### src/rtl/uart_tx_fsm.sv
// uart_tx_fsm: valid/ready UART transmitter. Frame = start bit, DATA_BITS
// data bits LSB first, optional parity bit, one stop bit. Bit timing comes
// from an internal clocks-per-bit counter.
// Optional feature macro: UART_TX_PARITY_EN (adds the parity bit; PARITY_ODD
// selects odd/even sense). Without it the frame goes straight from the last
// data bit to the stop bit.
module uart_tx_fsm #(
  parameter int unsigned DATA_BITS    = 8,
  parameter int unsigned CLKS_PER_BIT = 16,
  parameter int unsigned PARITY_ODD   = 0
) (
  input  logic                 clk,
  input  logic                 rst,
  input  logic [DATA_BITS-1:0] tx_data,
  input  logic                 tx_valid,
  output logic                 tx_ready,
  output logic                 tx,
  output logic                 tx_busy,
  output logic                 tx_done
);

  localparam int unsigned TW = (CLKS_PER_BIT > 1) ? $clog2(CLKS_PER_BIT) : 1;
  localparam int unsigned IW = (DATA_BITS > 1) ? $clog2(DATA_BITS) : 1;
  localparam logic [TW-1:0] TIMER_LAST = TW'(CLKS_PER_BIT - 1);
  localparam logic [IW-1:0] INDEX_LAST = IW'(DATA_BITS - 1);

`ifdef UART_TX_PARITY_EN
  typedef enum logic [2:0] {
    S_IDLE,
    S_START,
    S_DATA,
    S_PARITY,
    S_STOP
  } state_t;
`else
  typedef enum logic [2:0] {
    S_IDLE,
    S_START,
    S_DATA,
    S_STOP
  } state_t;
`endif

  state_t               state;
  logic [DATA_BITS-1:0] shreg;
  logic [TW-1:0]        bit_timer;
  logic [IW-1:0]        bit_idx;
  logic                 bit_end;

`ifdef UART_TX_PARITY_EN
  logic parity_bit;
  logic parity_sense;
  assign parity_sense = (PARITY_ODD != 0);
`else
  logic unused_parity_odd;
  assign unused_parity_odd = (PARITY_ODD != 0);
`endif

  // Last clock of the current serial bit.
  assign bit_end = (bit_timer == TIMER_LAST);

  // Handshake and status come straight from the state register.
  assign tx_ready = (state == S_IDLE);
  assign tx_busy  = ~tx_ready;

  // Frame sequencer; tx is loaded with the value of the bit being entered so
  // the line changes on the same edge as the state.
  always_ff @(posedge clk) begin
    if (rst) begin
      state      <= S_IDLE;
      tx         <= 1'b1;
      tx_done    <= 1'b0;
      shreg      <= '0;
      bit_timer  <= '0;
      bit_idx    <= '0;
`ifdef UART_TX_PARITY_EN
      parity_bit <= 1'b0;
`endif
    end else begin
      tx_done <= 1'b0;
      if (state != S_IDLE) begin
        bit_timer <= bit_end ? '0 : bit_timer + 1'b1;
      end
      case (state)
        S_IDLE: begin
          tx <= 1'b1;
          if (tx_valid) begin
            shreg      <= tx_data;
`ifdef UART_TX_PARITY_EN
            parity_bit <= (^tx_data) ^ parity_sense;
`endif
            bit_timer  <= '0;
            bit_idx    <= '0;
            tx         <= 1'b0;
            state      <= S_START;
          end
        end
        S_START: begin
          if (bit_end) begin
            bit_idx <= '0;
            tx      <= shreg[0];
            state   <= S_DATA;
          end
        end
        S_DATA: begin
          if (bit_end) begin
            shreg   <= shreg >> 1;
            bit_idx <= bit_idx + 1'b1;
            if (bit_idx == INDEX_LAST) begin
`ifdef UART_TX_PARITY_EN
              tx    <= parity_bit;
              state <= S_PARITY;
`else
              tx    <= 1'b1;
              state <= S_STOP;
`endif
            end else begin
              // shreg[0] is the bit just sent; shreg[1] is next after shift
              tx <= shreg[1];
            end
          end
        end
`ifdef UART_TX_PARITY_EN
        S_PARITY: begin
          if (bit_end) begin
            tx    <= 1'b1;
            state <= S_STOP;
          end
        end
`endif
        S_STOP: begin
          if (bit_end) begin
            tx      <= 1'b1;
            tx_done <= 1'b1;
            state   <= S_IDLE;
          end
        end
        default: begin
          tx    <= 1'b1;
          state <= S_IDLE;
        end
      endcase
    end
  end

endmodule
### config.mk
export PLATFORM = sky130hd
export DESIGN_NAME = uart_tx_fsm
export DESIGN_NICKNAME = d
export VERILOG_FILES = /design/src/rtl/uart_tx_fsm.sv
export SDC_FILE = /design/constraint.sdc
export NUM_CORES = 1
export LEC_CHECK = 0
export CAP_MARGIN = 20
export CORE_ASPECT_RATIO = 1.25
export CORE_UTILIZATION = 56
export CTS_CLUSTER_DIAMETER = 150
export DETAILED_ROUTE_END_ITERATION = 8
export PLACE_DENSITY_LB_ADDON = 0.08
export SETUP_SLACK_MARGIN = 0.4
export SLEW_MARGIN = 15
export SYNTH_ARGS = -nofsm -noshare
export SYNTH_HDL_FRONTEND = slang
export SYNTH_SLANG_ARGS = --single-unit
### constraint.sdc
create_clock -name clk -period 4.45 [get_ports clk]
set_input_delay 0.89 -clock clk [delete_from_list [all_inputs] [get_ports clk]]
set_output_delay 0.89 -clock clk [all_outputs]
set_load 0.005 [all_outputs]
==> out/qor.yml <==
logic_synthesis:
  syn_avg_cell_area_um2: 9.42
  ys_seq_area_share_pct: 38.1
  netlist_instances: 106
  syn-num-nets: 125
  synth_area_um2: 998
  synth-seq-cells: 19
  yosysUniqueCellTypes: 33
  ys_warn_count: 0
routing:
  post_drt_wl_per_cell_um: 13.2
  drtIter0Drc: 2
  drtAntennaViolNets: 0
  drt-pass1-iter-count: 3
  vias: 766
  totalWireLength_um: 1800
  drc_errors: 0
  viasPerCell: 5.63
die:
  dieHeight_um: 49.2
  num_rows: 16
  start_util_pct: 61.6
  die_x_um: 39.8
  fp.dieArea_um2: 1960
  core_um2: 1620
  ioPinCount: 15
clock_tree:
  cts_setup_buffers: 0
  cts_hold_buf: 0
  numClockSinks: 19
  path_clk_slew_ns: 0.11
  ctsHtreeMaxLevel: 1
  cts_buffers: 3
  ctsResizeCount: 0
  cts_tree: "yes"
  root_buffer: "clkbuf_4"
  insertion_delay_ns: 0.29
  cts_max_path_buffers: 2
setup_path:
  worstSetupEndpoint: "tx_busy"
  path_max_fanout: 9
  cp-start-kind: "flip-flop"
  critPathKind: "reg -> out"
  rrSetupSlack_ns: 2.07
  reg2reg_from: "state[0]$_SDFFE_PP0P_"
  crit_arrival_ns: 1.73
  rr_worst_depth: 6
  worstReg2RegEnd: "shreg[5]$_SDFFE_PP0P_"
  cp.required_ns: 3.56
  setup.worst_path.end_class: "primary output"
  crit_start: "state[0]$_SDFFE_PP0P_"
global_route:
  track_usage_pct: 21.7
  grt_pass1_wl_um: 2950
  antenna_found_initial: 0
  grt_overflow: 0
  grt_pass1_vias: 717
  grt_max_degree: 21
sta:
  max_slew_margin_pct: 44.5
  setup_viol: 0
  layout_min_cycle_time_ns: 2.62
  rsz0062_at_grt: "no"
  finalSetupTns_ns: 0
  fin_skew_ns: 0.00256
  worst-slew-pin-transition_ns: 0.833
  fmax_ghz: 0.381
  slew_violations: 0
  period_share_pct: 59.0
  finalHoldViolCount: 0
power_and_ir_drop:
  vdd_drop_max_mv: 0.397
  powerDensity_nw_per_um2: 611
  p_leak_nw: 0.442
  power.total_uw: 701
finish:
  syn_to_final_growth_pct: 15.0
  layout.nets: 138
  n_antenna_cell: 0
  drive_gt1_share_pct: 5.93
job:
  cap_violations: 0
hold_path:
  hold_class: "reg -> reg"
place:
  numPortBuffers: 14
  place_congestion: 0.796
  dp_hpwl_um: 1310
status:
  outcome: "completed"
[flip-flops by register name, summed over array words and instances, names as in the netlist]
register,flops
bit_timer,4
tx_done,1
tx,1
bit_idx,3
shreg,8
state,2
[worst max-delay path: stages, from the launching register on]
cell and delay [ns]:
dfxtp_1 0.40, inv_1 0.10, ha_1 0.32, inv_2 0.12
clkdlybuf4s50_1 0.50
[worst min-delay path by stage]
stage	from	cells past startpoint	slack [ns]	endpoint
detailed placement	shreg[7]$_SDFFE_PP0P_	2	0.47	shreg[7]$_SDFFE_PP0P_
global placement	shreg[7]$_SDFFE_PP0P_	2	0.45	shreg[7]$_SDFFE_PP0P_
CTS	shreg[7]$_SDFFE_PP0P_	2	0.48	shreg[7]$_SDFFE_PP0P_
global route	shreg[7]$_SDFFE_PP0P_	2	0.53	shreg[7]$_SDFFE_PP0P_
finish	shreg[7]$_SDFFE_PP0P_	2	0.48	shreg[7]$_SDFFE_PP0P_
floorplan	shreg[7]$_SDFFE_PP0P_	2	0.45	shreg[7]$_SDFFE_PP0P_
[layout make-up]
| class | count | area (um2) |
|---|---|---|
| clock buffers | 4 | 26.3 |
| multi-input cells | 77 | 564 |
| well taps | 18 | 22.5 |
| inverters | 4 | 15.0 |
| flip-flops and latches | 19 | 380 |
| repair buffers | 14 | 140 |
| fillers | 133 | 473 |
[layer usage]
| metal | global-route usage [%] | up-vias | wire, um |
|---|---|---|---|
| met3 | 2.74 | 4 | 32 |
| met5 | 0 | - | 0 |
| met1 | 24.9 | 345 | 822 |
| met2 | 37.2 | 10 | 911 |
| li1 | - | 407 | - |
| met4 | 10.3 | 0 | 30 |
[logic make-up (layout without fill, tap and decap cells)]
group / after synthesis / in the layout / synth area share, %
buf+inv: 10 / 22 / 5.39
fa+ha+maj: 8 / 8 / 10.0
simple gates: 35 / 35 / 18.9
flops: 19 / 19 / 38.1
xor+xnor: 2 / 2 / 1.75
compound gates: 24 / 24 / 17.8
mux: 8 / 8 / 8.02
[metrics by stage]
stage	hold WS (ns)	cells	area (um2)	util [%]	worst slack, ns
after floorplan	0.446	106	998	-	2.53
after global placement	0.454	132	1120	69.2	1.88
after detailed placement	0.466	132	1120	69.2	1.83
after CTS	0.482	136	1150	70.8	1.82
after global routing	0.526	136	1150	70.8	1.71
final	0.482	136	1150	70.8	1.83
[synthesized netlist by cell type (all sizes together)]
cell type | instances | share of area [%]
a2111oi | 2 | 1.8
a211oi | 9 | 8.0
a21oi | 5 | 2.5
a221o | 1 | 1.0
a22oi | 1 | 0.75
a2bb2oi | 1 | 0.88
a31oi | 1 | 0.63
and2 | 1 | 0.63
and2b | 1 | 0.75
and3 | 1 | 0.63
buf | 3 | 2.8
clkbuf | 3 | 1.1
dfxtp | 19 | 38
ha | 8 | 10
inv | 4 | 1.5
mux2i | 8 | 8.0
nand2 | 2 | 0.75
nand2b | 1 | 0.63
nand3 | 4 | 3.3
nand3b | 2 | 1.5
nand4 | 1 | 0.63
nor2 | 15 | 5.6
nor3 | 4 | 2.0
nor3b | 1 | 0.75
o21a | 1 | 0.75
o21ai | 3 | 1.5
or2 | 1 | 0.63
or3 | 1 | 1.1
xor2 | 2 | 1.8
[layout by cell type (no fill, tap or decap)]
cell type	instances
nand4_1	1
clkdlybuf4s50_1	14
a2111oi_0	2
clkbuf_1	1
clkbuf_4	3
and2_1	1
mux2i_1	8
a22oi_1	1
inv_1	3
a211oi_1	8
nand2b_1	1
nand3_4	1
nor2_1	15
and3_1	1
or2_1	1
nor3_1	4
a221o_1	1
nand3_1	3
xor2_1	2
o21a_1	1
a211oi_4	1
a21oi_1	5
and2b_1	1
a31oi_1	1
nand3b_1	2
inv_2	1
ha_1	8
dfxtp_1	19
or3_4	1
nor3b_1	1
nand2_1	2
a2bb2oi_1	1
o21ai_1	3
[report_power, final]
group          internal (mW)  switching (mW)
Clock                 0.0349          0.0525
Sequential             0.218          0.0314
Combinational          0.166           0.198
Total                  0.419           0.282
No activity file was read; power rests on OpenSTA's default activity.
